===== src/rtl/carfield_pkg.sv =====
// Shared types and defaults for the Carfield power-domain isolation sequencer.
// The optional drain timeout is enabled by defining CARFIELD_ISO_TIMEOUT_EN.
package carfield_pkg;

  typedef enum logic [2:0] {
    ISO_RUN      = 3'd0,
    ISO_DRAIN    = 3'd1,
    ISO_ISOLATE  = 3'd2,
    ISO_OFF      = 3'd3,
    ISO_WAKE_REQ = 3'd4,
    ISO_WAKE     = 3'd5,
    ISO_RELEASE  = 3'd6
  } carfield_iso_state_e;

  // Domain indices follow the external AXI master indices.
  localparam int unsigned CarfieldSafetyIdx     = 32'd0;
  localparam int unsigned CarfieldSecurityIdx   = 32'd1;
  localparam int unsigned CarfieldFpClusterIdx  = 32'd2;
  localparam int unsigned CarfieldIntClusterIdx = 32'd3;

  localparam int unsigned CarfieldNumDomains     = 32'd4;
  localparam int unsigned CarfieldDrainTimeout   = 32'd1024;
  localparam int unsigned CarfieldIsoSetupCycles = 32'd2;
  localparam int unsigned CarfieldRstCycles      = 32'd16;

  typedef struct packed {
    logic gate;
    logic iso;
    logic clk_en;
    logic rst_n;
    logic ack;
  } carfield_iso_out_t;

  function automatic carfield_iso_out_t iso_state_outputs(input carfield_iso_state_e state);
    carfield_iso_out_t o;
    case (state)
      ISO_RUN:      o = '{gate: 1'b0, iso: 1'b0, clk_en: 1'b1, rst_n: 1'b1, ack: 1'b0};
      ISO_DRAIN:    o = '{gate: 1'b1, iso: 1'b0, clk_en: 1'b1, rst_n: 1'b1, ack: 1'b0};
      ISO_ISOLATE:  o = '{gate: 1'b1, iso: 1'b1, clk_en: 1'b1, rst_n: 1'b1, ack: 1'b0};
      ISO_OFF:      o = '{gate: 1'b1, iso: 1'b1, clk_en: 1'b0, rst_n: 1'b0, ack: 1'b1};
      ISO_WAKE_REQ: o = '{gate: 1'b1, iso: 1'b1, clk_en: 1'b0, rst_n: 1'b0, ack: 1'b0};
      ISO_WAKE:     o = '{gate: 1'b1, iso: 1'b1, clk_en: 1'b1, rst_n: 1'b0, ack: 1'b0};
      ISO_RELEASE:  o = '{gate: 1'b1, iso: 1'b0, clk_en: 1'b1, rst_n: 1'b1, ack: 1'b0};
      default:      o = '{gate: 1'b0, iso: 1'b0, clk_en: 1'b1, rst_n: 1'b1, ack: 1'b0};
    endcase
    return o;
  endfunction

  function automatic int unsigned max_u(input int unsigned a, input int unsigned b);
    return (a > b) ? a : b;
  endfunction

endpackage


===== src/rtl/carfield_domain_fsm.sv =====
// One domain's isolate/wake sequencer with its shared phase counter.
// Drain timeout logic exists only when CARFIELD_ISO_TIMEOUT_EN is defined.
module carfield_domain_fsm
  import carfield_pkg::*;
#(
`ifdef CARFIELD_ISO_TIMEOUT_EN
  parameter int unsigned DrainTimeout   = CarfieldDrainTimeout,
`endif
  parameter int unsigned IsoSetupCycles = CarfieldIsoSetupCycles,
  parameter int unsigned RstCycles      = CarfieldRstCycles
) (
  input  logic clk_i,
  input  logic rst_ni,
  input  logic iso_req_i,
  input  logic axi_busy_i,
  input  logic grant_i,
  output logic gate_o,
  output logic iso_o,
  output logic clk_en_o,
  output logic rst_no,
  output logic ack_o,
  output logic timeout_o,
  output logic wake_req_o,
  output logic release_o
);

`ifdef CARFIELD_ISO_TIMEOUT_EN
  localparam int unsigned CntMax = max_u(DrainTimeout, max_u(IsoSetupCycles, RstCycles));
`else
  localparam int unsigned CntMax = max_u(IsoSetupCycles, RstCycles);
`endif
  localparam int unsigned CntW = $clog2(CntMax + 32'd1);
  localparam logic [CntW-1:0] CntSat  = CntW'(CntMax);
  localparam logic [CntW-1:0] IsoLast = CntW'(IsoSetupCycles - 32'd1);
  localparam logic [CntW-1:0] RstLast = CntW'(RstCycles - 32'd1);
`ifdef CARFIELD_ISO_TIMEOUT_EN
  localparam logic [CntW-1:0] DrainLast = CntW'(DrainTimeout);
`endif

  carfield_iso_state_e state_q, state_d;
  logic [CntW-1:0]     cnt_q, cnt_d;
  carfield_iso_out_t   out_q, out_d;
`ifdef CARFIELD_ISO_TIMEOUT_EN
  logic                timeout_q, timeout_d;
`endif

  // Next-state logic; abort beats drain completion, cancel beats nothing once granted.
  always_comb begin
    state_d = state_q;
`ifdef CARFIELD_ISO_TIMEOUT_EN
    timeout_d = timeout_q;
`endif
    case (state_q)
      ISO_RUN: begin
        if (iso_req_i) begin
          state_d = ISO_DRAIN;
`ifdef CARFIELD_ISO_TIMEOUT_EN
          timeout_d = 1'b0;
`endif
        end else begin
          state_d = ISO_RUN;
        end
      end
      ISO_DRAIN: begin
        if (!iso_req_i) begin
          state_d = ISO_RUN;
        end else if (!axi_busy_i) begin
          state_d = ISO_ISOLATE;
`ifdef CARFIELD_ISO_TIMEOUT_EN
        end else if (cnt_q == DrainLast) begin
          state_d   = ISO_ISOLATE;
          timeout_d = 1'b1;
`endif
        end else begin
          state_d = ISO_DRAIN;
        end
      end
      ISO_ISOLATE: begin
        if (cnt_q == IsoLast) state_d = ISO_OFF;
        else                  state_d = ISO_ISOLATE;
      end
      ISO_OFF: begin
        if (!iso_req_i) state_d = ISO_WAKE_REQ;
        else            state_d = ISO_OFF;
      end
      ISO_WAKE_REQ: begin
        if (grant_i)        state_d = ISO_WAKE;
        else if (iso_req_i) state_d = ISO_OFF;
        else                state_d = ISO_WAKE_REQ;
      end
      ISO_WAKE: begin
        if (cnt_q == RstLast) state_d = ISO_RELEASE;
        else                  state_d = ISO_WAKE;
      end
      ISO_RELEASE: state_d = ISO_RUN;
      default:     state_d = ISO_RUN;
    endcase
  end

  // Phase counter restarts on every state change and saturates otherwise.
  always_comb begin
    cnt_d = cnt_q;
    if (state_d != state_q) begin
      cnt_d = '0;
    end else if (cnt_q != CntSat) begin
      cnt_d = cnt_q + CntW'(1);
    end else begin
      cnt_d = cnt_q;
    end
    out_d = iso_state_outputs(state_d);
  end

  // State, counter and output registers.
  always_ff @(posedge clk_i or negedge rst_ni) begin
    if (!rst_ni) begin
      state_q <= ISO_RUN;
      cnt_q   <= '0;
      out_q   <= iso_state_outputs(ISO_RUN);
    end else begin
      state_q <= state_d;
      cnt_q   <= cnt_d;
      out_q   <= out_d;
    end
  end

`ifdef CARFIELD_ISO_TIMEOUT_EN
  // Sticky timeout flag, cleared only when a new isolation starts.
  always_ff @(posedge clk_i or negedge rst_ni) begin
    if (!rst_ni) timeout_q <= 1'b0;
    else         timeout_q <= timeout_d;
  end
  assign timeout_o = timeout_q;
`else
  assign timeout_o = 1'b0;
`endif

  assign gate_o     = out_q.gate;
  assign iso_o      = out_q.iso;
  assign clk_en_o   = out_q.clk_en;
  assign rst_no     = out_q.rst_n;
  assign ack_o      = out_q.ack;
  assign wake_req_o = (state_q == ISO_WAKE_REQ);
  assign release_o  = (state_q == ISO_RELEASE);

endmodule


===== src/rtl/carfield_domain_iso_ctrl.sv =====
// Per-domain isolation sequencers plus the single-slot round-robin wake scheduler.
// Define CARFIELD_ISO_TIMEOUT_EN to enable the drain timeout and timeout_o.
module carfield_domain_iso_ctrl
  import carfield_pkg::*;
#(
  parameter int unsigned NumDomains     = CarfieldNumDomains,
  parameter int unsigned DrainTimeout   = CarfieldDrainTimeout,
  parameter int unsigned IsoSetupCycles = CarfieldIsoSetupCycles,
  parameter int unsigned RstCycles      = CarfieldRstCycles
) (
  input  logic                  clk_i,
  input  logic                  rst_ni,
  input  logic [NumDomains-1:0] iso_req_i,
  input  logic [NumDomains-1:0] axi_busy_i,
  output logic [NumDomains-1:0] gate_o,
  output logic [NumDomains-1:0] iso_o,
  output logic [NumDomains-1:0] clk_en_o,
  output logic [NumDomains-1:0] rst_no,
  output logic [NumDomains-1:0] ack_o,
  output logic [NumDomains-1:0] timeout_o,
  output logic                  wake_busy_o
);

  localparam int unsigned PtrW = (NumDomains > 32'd1) ? $clog2(NumDomains) : 32'd1;

  if ((NumDomains < 32'd1) || (DrainTimeout < 32'd1) ||
      (IsoSetupCycles < 32'd1) || (RstCycles < 32'd1)) begin : g_param_check
    $error("carfield_domain_iso_ctrl: all parameters must be at least 1");
  end

  logic [NumDomains-1:0] wake_req_s;
  logic [NumDomains-1:0] release_s;
  logic [NumDomains-1:0] cand_s;
  logic [NumDomains-1:0] grant_s;
  logic [PtrW-1:0]       idx_s;
  logic                  found_s;
  logic [PtrW-1:0]       ptr_q, ptr_d;
  logic                  wake_busy_q, wake_busy_d;

  for (genvar i = 0; i < NumDomains; i++) begin : g_dom
    carfield_domain_fsm #(
`ifdef CARFIELD_ISO_TIMEOUT_EN
      .DrainTimeout   (DrainTimeout),
`endif
      .IsoSetupCycles (IsoSetupCycles),
      .RstCycles      (RstCycles)
    ) u_fsm (
      .clk_i      (clk_i),
      .rst_ni     (rst_ni),
      .iso_req_i  (iso_req_i[i]),
      .axi_busy_i (axi_busy_i[i]),
      .grant_i    (grant_s[i]),
      .gate_o     (gate_o[i]),
      .iso_o      (iso_o[i]),
      .clk_en_o   (clk_en_o[i]),
      .rst_no     (rst_no[i]),
      .ack_o      (ack_o[i]),
      .timeout_o  (timeout_o[i]),
      .wake_req_o (wake_req_s[i]),
      .release_o  (release_s[i])
    );
  end

  // A requester re-raising iso_req is cancelling, so it is not eligible for the slot.
  assign cand_s = wake_req_s & ~iso_req_i;

  // Round-robin search starting at the pointer; only while the slot is free.
  always_comb begin
    grant_s = '0;
    ptr_d   = ptr_q;
    found_s = 1'b0;
    idx_s   = ptr_q;
    if (!wake_busy_q) begin
      for (int k = 0; k < NumDomains; k++) begin
        if (!found_s && cand_s[idx_s]) begin
          found_s        = 1'b1;
          grant_s[idx_s] = 1'b1;
          ptr_d          = (idx_s == PtrW'(NumDomains - 32'd1)) ? '0 : (idx_s + PtrW'(1));
        end else begin
          found_s = found_s;
        end
        idx_s = (idx_s == PtrW'(NumDomains - 32'd1)) ? '0 : (idx_s + PtrW'(1));
      end
    end else begin
      grant_s = '0;
    end
  end

  // Slot occupancy: taken on grant, freed as the holder enters RUN.
  always_comb begin
    wake_busy_d = wake_busy_q;
    if (|grant_s) begin
      wake_busy_d = 1'b1;
    end else if (|release_s) begin
      wake_busy_d = 1'b0;
    end else begin
      wake_busy_d = wake_busy_q;
    end
  end

  // Scheduler registers.
  always_ff @(posedge clk_i or negedge rst_ni) begin
    if (!rst_ni) begin
      ptr_q       <= '0;
      wake_busy_q <= 1'b0;
    end else begin
      ptr_q       <= ptr_d;
      wake_busy_q <= wake_busy_d;
    end
  end

  assign wake_busy_o = wake_busy_q;

endmodule


===== config.mk =====
export PLATFORM = sky130hd
export DESIGN_NAME = carfield_domain_iso_ctrl
export DESIGN_NICKNAME = d
export VERILOG_FILES = /design/src/rtl/carfield_pkg.sv /design/src/rtl/carfield_domain_fsm.sv /design/src/rtl/carfield_domain_iso_ctrl.sv
export SDC_FILE = /design/constraint.sdc
export NUM_CORES = 1
export LEC_CHECK = 0
export CORE_UTILIZATION = 53
export DETAILED_ROUTE_END_ITERATION = 8
export PLACE_DENSITY_LB_ADDON = 0.2
export SETUP_SLACK_MARGIN = 0.05
export SYNTH_ARGS = -nofsm -noshare
export SYNTH_HDL_FRONTEND = slang
export SYNTH_SLANG_ARGS = --single-unit

===== constraint.sdc =====
create_clock -name clk_i -period 3.05 [get_ports clk_i]
set_clock_uncertainty 0.2 [all_clocks]
set_input_delay 0.61 -clock clk_i [delete_from_list [all_inputs] [get_ports clk_i]]
set_output_delay 0.61 -clock clk_i [all_outputs]
set_load 0.01 [all_outputs]

* After elaboration in Yosys (flattened, before gate mapping)
Cells that the tools add are included.
** Operators by class
- Add/subtract/negate cells :: 8
- Magnitude comparators :: 8
- Eq/ne operators :: 68
- Mux-type cells :: 84
- Bitwise gates (word level) :: 6
- Reductions and logical operators :: 27
** Operators with widths (number)
- 5-bit case mux with 5 select lines :: 4
- 3-bit equality test (second input constant) :: 24
- 3-bit case mux with 6 select lines :: 4
- 3-bit by 2-bit equality test with 1-bit output (second input constant) :: 16
- 5-bit two-way mux :: 8
- 3-bit two-way mux :: 12
- 2-bit two-way mux :: 16
- 4-bit two-way mux :: 8
- 3-bit by 1-bit equality test with 1-bit output (second input constant) :: 8
- 1-bit two-way mux :: 24
- 5-bit by 1-bit adder with 5-bit output (second input constant) :: 4
- 5-bit by 1-bit equality test with 1-bit output (second input constant) :: 4
- 5-bit by 4-bit equality test with 1-bit output (second input constant) :: 4
- 5-bit != test (second input constant) :: 4
- 3-bit zero test :: 4
- 2-bit by 3-bit less-than comparator with 1-bit output (second input constant) :: 4
- 3-bit != test :: 4
- 4-bit OR :: 3
- 2-bit nonzero test :: 5
- 2-bit by 1-bit adder with 2-bit output (second input constant) :: 4
- 1-bit binary-select mux with 2-bit select :: 4
- 1-bit demux with 2-bit select :: 4
- 2-bit equality test (second input constant) :: 4
- 2-bit by 1-bit greater-or-equal comparator with 1-bit output (second input constant) :: 4
- 9 further kinds :: 21
** Word-level totals
- Register bits :: 55
- Bits of input ports :: 10
- Logic and storage cells :: 231

* Longest topological paths before layout
- Word-level depth :: 23
- Gate-level depth with buffers :: 10
- Gate-level depth less buffers :: 10

* By module
Synthesis repeated with hierarchy kept, for this count alone.
** Unflattened totals
- Cells, all modules :: 417
- Area total of the unflattened synthesis :: 4047.6 µm²
** By module, submodules not included
- carfield_domain_fsm :: times used 4, cells an instance 86, area an instance 847.1 µm², sequential area each 327.8 µm²
- carfield_domain_iso_ctrl :: times used 1, cells an instance 73, area an instance 659.4 µm², sequential area each 75.1 µm²

* Worst setup path after synthesis
No wires, ideal clock.
- Path kind :: in2reg
- Start :: input iso_req_i[0]
- End :: register g_dom[3].u_fsm.out_q, in the netlist g_dom[3].u_fsm.gate_o
- Library setup time :: 131 ps
- Data arrival time :: 2832 ps
- Setup slack :: -113 ps
- Cell stages on the path :: 8
- Cell sequence :: buf_2 -> or4b_1 -> mux4_2 -> nor2_1 -> nor2_1 -> a221oi_2 -> o31ai_2 -> or3_1
** RTL lines
- start, declared :: RTL line carfield_domain_iso_ctrl.sv:13 : input logic [NumDomains-1:0] iso_req_i,
- end signal, assigned :: RTL line carfield_domain_fsm.sv:118 : out_q <= iso_state_outputs(ISO_RUN);
- end signal, assigned :: RTL line carfield_domain_fsm.sv:122 : out_q <= out_d;
- end, declared :: RTL line carfield_domain_fsm.sv:42 : carfield_iso_out_t out_q, out_d;

* Final worst setup path
- Start :: input iso_req_i[1]
- End :: register g_dom[3].u_fsm.cnt_q[4]
** Between the ends
- Cells in the longest elaborated chain, start to end :: 22
- Elaborated cells between the ends (all ways) :: 38
- Classes of those cells :: eq/ne (1); mux (25); bitwise (5); reduce/logical (7)
** RTL lines
- 4-bit NOT (*) :: RTL line carfield_domain_iso_ctrl.sv:65 : assign cand_s = wake_req_s & ~iso_req_i;
- 4-bit bitwise AND (*) :: RTL line carfield_domain_iso_ctrl.sv:65
- 1-bit binary-select mux with 2-bit select :: RTL line carfield_domain_iso_ctrl.sv:75 : if (!found_s && cand_s[idx_s]) begin
- 1-bit two-way mux (implied by the code) :: RTL line carfield_domain_iso_ctrl.sv:75
- 1-bit two-way mux :: RTL line carfield_domain_iso_ctrl.sv:75
- 1-bit two-way mux :: RTL line carfield_domain_iso_ctrl.sv:73 : if (!wake_busy_q) begin
- 1-bit zero test :: RTL line carfield_domain_iso_ctrl.sv:75
- 1-bit logical AND :: RTL line carfield_domain_iso_ctrl.sv:75
- [... 6 more ...]
- 1-bit zero test :: RTL line carfield_domain_iso_ctrl.sv:75
- 1-bit logical AND :: RTL line carfield_domain_iso_ctrl.sv:75
- 4-bit two-way mux (*) :: RTL line carfield_domain_iso_ctrl.sv:75
- 4-bit two-way mux (*) :: RTL line carfield_domain_iso_ctrl.sv:73
- 3-bit two-way mux (*) :: RTL line carfield_domain_fsm.sv:87 : if (grant_i) state_d = ISO_WAKE;
- 3-bit case mux with 6 select lines (*) :: RTL line carfield_domain_fsm.sv:53 : case (state_q)
- 3-bit != test (*) :: RTL line carfield_domain_fsm.sv:103 : if (state_d != state_q) begin
- 5-bit two-way mux or 2-bit nonzero test (tied branches)
- end signal, assigned :: RTL line carfield_domain_fsm.sv:121 : cnt_q <= cnt_d;
- end, declared :: RTL line carfield_domain_fsm.sv:41 : logic [CntW-1:0] cnt_q, cnt_d;
Every way passes the cells marked *; elsewhere a longest branch is shown, timed or not. The select of a mux whose other input is x is not followed.
A chain may end at the register's enable or synchronous reset.

==> results.cfg <==
[critical_path]
r2r-end = g_dom[3].u_fsm.cnt_q[4]$_DFFE_PN0P_
path_max_fanout = 6
cp_data_required_time_ns = 3.09
crit_arrival_ns = 2.96
end_kind = flip-flop
r2r_cells = 9
critPathCapture = g_dom[3].u_fsm.cnt_q[4]$_DFFE_PN0P_
cp-start-kind = input port
crit_path_start = iso_req_i[1]
r2r_start = g_dom[1].u_fsm.state_q[1]$_DFF_PN0_
reg2reg_slack_ns = 0.17
worstSetupPathType = input port to flip-flop

[clocking]
path_clk_slew_ns = 0.09
cts.sinks = 55
cts_htree_levels = 2
clockBufferDepth = 2
numCtsBuffers = 5
clock_latency_ns = 0.31
cts_tree = built
cts_root_buf = clkbuf_8

[power_and_ir_drop]
p_clk_share_pct = 8.7
power.internal_w = 0.002439
vdd_drop_max_v = 0.0003918
p_per_area_nw_per_um2 = 967.0
p_sw_w = 0.001907
p_seq_share_pct = 27.8
leakage_nw = 1.947
combPwrFrac_pct = 63.4
swShare_pct = 43.88

[synth]
yosysWarnings = 0
synth-async-reset-ratio_pct = 100.0
synthFlopType = dfrtp_1
synth_area_per_cell_sq_um = 8.543
syn_inst = 448
synth_largest_area_cell = dfrtp_1
yosysSeqAreaShare_pct = 36.22
synth_area_sq_um = 3827
ys_ff_latch = 55
synth_cell_types = 64
synth_edf_count = 0
yosys.area.top_type_share_pct = 30.73
synthTopCellsByArea = dfrtp_1 (31%), ha_1 (7.5%), dfstp_2 (5.5%)

[final_layout]
diodes = 0
synthToLayoutAreaGrowth_pct = 17.42
final_util_pct = 65.43
fill_cells = 604
drive_gt1_share_pct = 19.18
final-instance-count-excl-fill = 586
nNetsFinal = 524

[grt]
grt_first_pass_wirelength_mm = 13.98
track_usage_pct = 23.26
grt_max_degree = 31
grtUsageMet1_pct = 30.98
global_route.usage.met3_pct = 3.223
antenna_found_initial = 0
busiest_layer = met2
met2_usage_pct = 39.30
grt_pass1_vias = 3073
overflow = 0

[placement]
place.gp.congestion = 0.9560
dp_hpwl_mm = 6.063
portBuffers = 30
dp.cells = 579

[sta]
holdWs_ns = 0.1056
hold_violations = 0
slew_headroom_pct = 58.29
period_minus_slack_ns = 2.921
period_share_pct = 95.78
slew_violations = 0
final-setup-viol-count = 0
fmax_mhz = 342.3
tightest_slew_ns = 0.6257
grt_setup_unrepaired = false

[die]
num_rows = 30
die_area_sq_um = 7566
start_util_pct = 55.72
die_h_um = 86.98
coreArea_sq_um = 6869
ios = 35
die_x_um = 86.98

[min_path]
hold_path_class = input port to asynchronous set/reset pin

[routing]
ant_nets = 0
via_per_inst = 5.628
via_count = 3298
drt-wirelength-per-cell_um = 14.38
drt_iter0_drc = 222
drc_errors = 0
dr.pass1.iters = 5
drt-total-wl_mm = 8.424

[run_status]
status = completed

[run]
maxCapViolCount = 0
-- area by class of cell --
class                      count  area (sq um)  area share (%)
multi-input combinational    321          2146           47.75
sequential                    55          1386           30.85
timing repair buffer          79         660.6           14.70
clock buffer                   6         72.57           1.615
inverter                      29         108.9           2.422
tap                           96         120.1           2.673
-- power by group through the flow --
stage                     Combinational (W)  Sequential, W  Clock (W)
after floorplan                     0.00188        0.00119          0
after global placement              0.00260        0.00121          0
after detailed placement            0.00264        0.00122          0
after CTS                           0.00266        0.00121   0.000393
after global routing                0.00306        0.00124   0.000413
final                               0.00276        0.00121   0.000380
-- cells in the final DEF, fill, tap and decap left out, types with 5 or more instances in the layout --
| cell type | instances |
|---|---|
| dfrtp_1 | 47 |
| nor2b_1 | 6 |
| nor2_1 | 39 |
| inv_1 | 29 |
| buf_4 | 48 |
| xor2_1 | 7 |
| nand2b_1 | 5 |
| clkdlybuf4s50_1 | 25 |
| xnor2_1 | 8 |
| o21ai_0 | 26 |
| nor3_1 | 15 |
| ha_1 | 22 |
| clkbuf_8 | 5 |
| a21oi_1 | 28 |
| nand3_1 | 26 |
| dfstp_2 | 8 |
| and3_1 | 7 |
| nand2_1 | 34 |
-- worst min-delay path by stage --
stage | cells past startpoint | endpoint
after global placement | 2 | g_dom[0].u_fsm.cnt_q[3]$_DFFE_PN0P_
after CTS | 1 | g_dom[1].u_fsm.cnt_q[4]$_DFFE_PN0P_
after floorplan | 0 | g_dom[0].u_fsm.ack_o$_DFF_PN0_
after detailed placement | 2 | g_dom[2].u_fsm.cnt_q[3]$_DFFE_PN0P_
final | 1 | g_dom[1].u_fsm.cnt_q[3]$_DFFE_PN0P_
after global routing | 1 | g_dom[1].u_fsm.cnt_q[4]$_DFFE_PN0P_
-- cell usage after synthesis, types with 3 or more instances --
cell type   n
nor2_1     44
a21oi_1    31
clkbuf_1   15
buf_2       3
inv_1      29
o21ai_0    27
a2bb2oi_1   3
nor2b_1     6
a31oi_1     4
a22oi_1     3
nand2_1    34
nand2b_1    5
ha_1       23
nand3_1    26
dfstp_2     8
nor4b_1     4
o22ai_1     4
and3_1      7
xnor2_1     8
nand4_1     4
o32a_1      4
dfrtp_1    47
nor3_1     15
or4b_1      3
xor2_1      7
and2_1      4
buf_4      25
a31o_2      4
-- cell families after synthesis --
| group | count (synthesis) | synth area share [%] |
|---|---|---|
| flops | 55 | 36.22 |
| simple gates | 161 | 20.89 |
| other cells | 1 | 0.09798 |
| compound gates | 115 | 20.43 |
| fa+ha+maj | 23 | 7.519 |
| mux | 3 | 1.111 |
| buf+inv | 75 | 10.30 |
| xor+xnor | 15 | 3.433 |
-- what timing repair did --
action                     4_1_cts  5_1_grt
resized for setup                8       20
setup buffers                    1        0
hold buffers                     0        0
hold endpoints to repair         0        0
pin swaps                        8        9
setup endpoints to repair       24       11
-- through the flow --
| step | setup WS (ns) | cell area, sq um | total power [W] | TNS [ns] |
|---|---|---|---|---|
| after global placement | -0.3950 | 4349 | 0.003813 | -11.76 |
| after global routing | 0.06431 | 4494 | 0.004715 | 0 |
| final | 0.1287 | 4494 | 0.004346 | 0 |
| after detailed placement | -0.4312 | 4349 | 0.003860 | -12.84 |
| after floorplan | -0.08600 | 3850 | 0.003065 | -0.08600 |
| after CTS | 0.1192 | 4438 | 0.004261 | 0 |
-- metal layers --
layer,up-vias,routed length [um]
li1,1645,-
met1,1538,3900
met2,102,4032
met3,13,386
met4,0,104
met5,-,0
-- registers in the layout, indices dropped and copies added (netlist names) --
signal and count:
g_dom.u_fsm.ack_o 4, g_dom.u_fsm.clk_en_o 4, g_dom.u_fsm.cnt_q 20, g_dom.u_fsm.gate_o 4, g_dom.u_fsm.iso_o 4, g_dom.u_fsm.rst_no 4, g_dom.u_fsm.state_q 12, ptr_q 2
wake_busy_o 1
-- worst max-delay path, stage by stage --
cell and delay [ns]:
clkdlybuf4s15_1 0.18, or4b_4 0.51, mux4_2 0.58, nor2_4 0.18, nor2_4 0.06, a221oi_4 0.32
buf_4 0.17, o31ai_1 0.07, buf_4 0.17, a21oi_2 0.10
(Power assumes the default switching activity.)
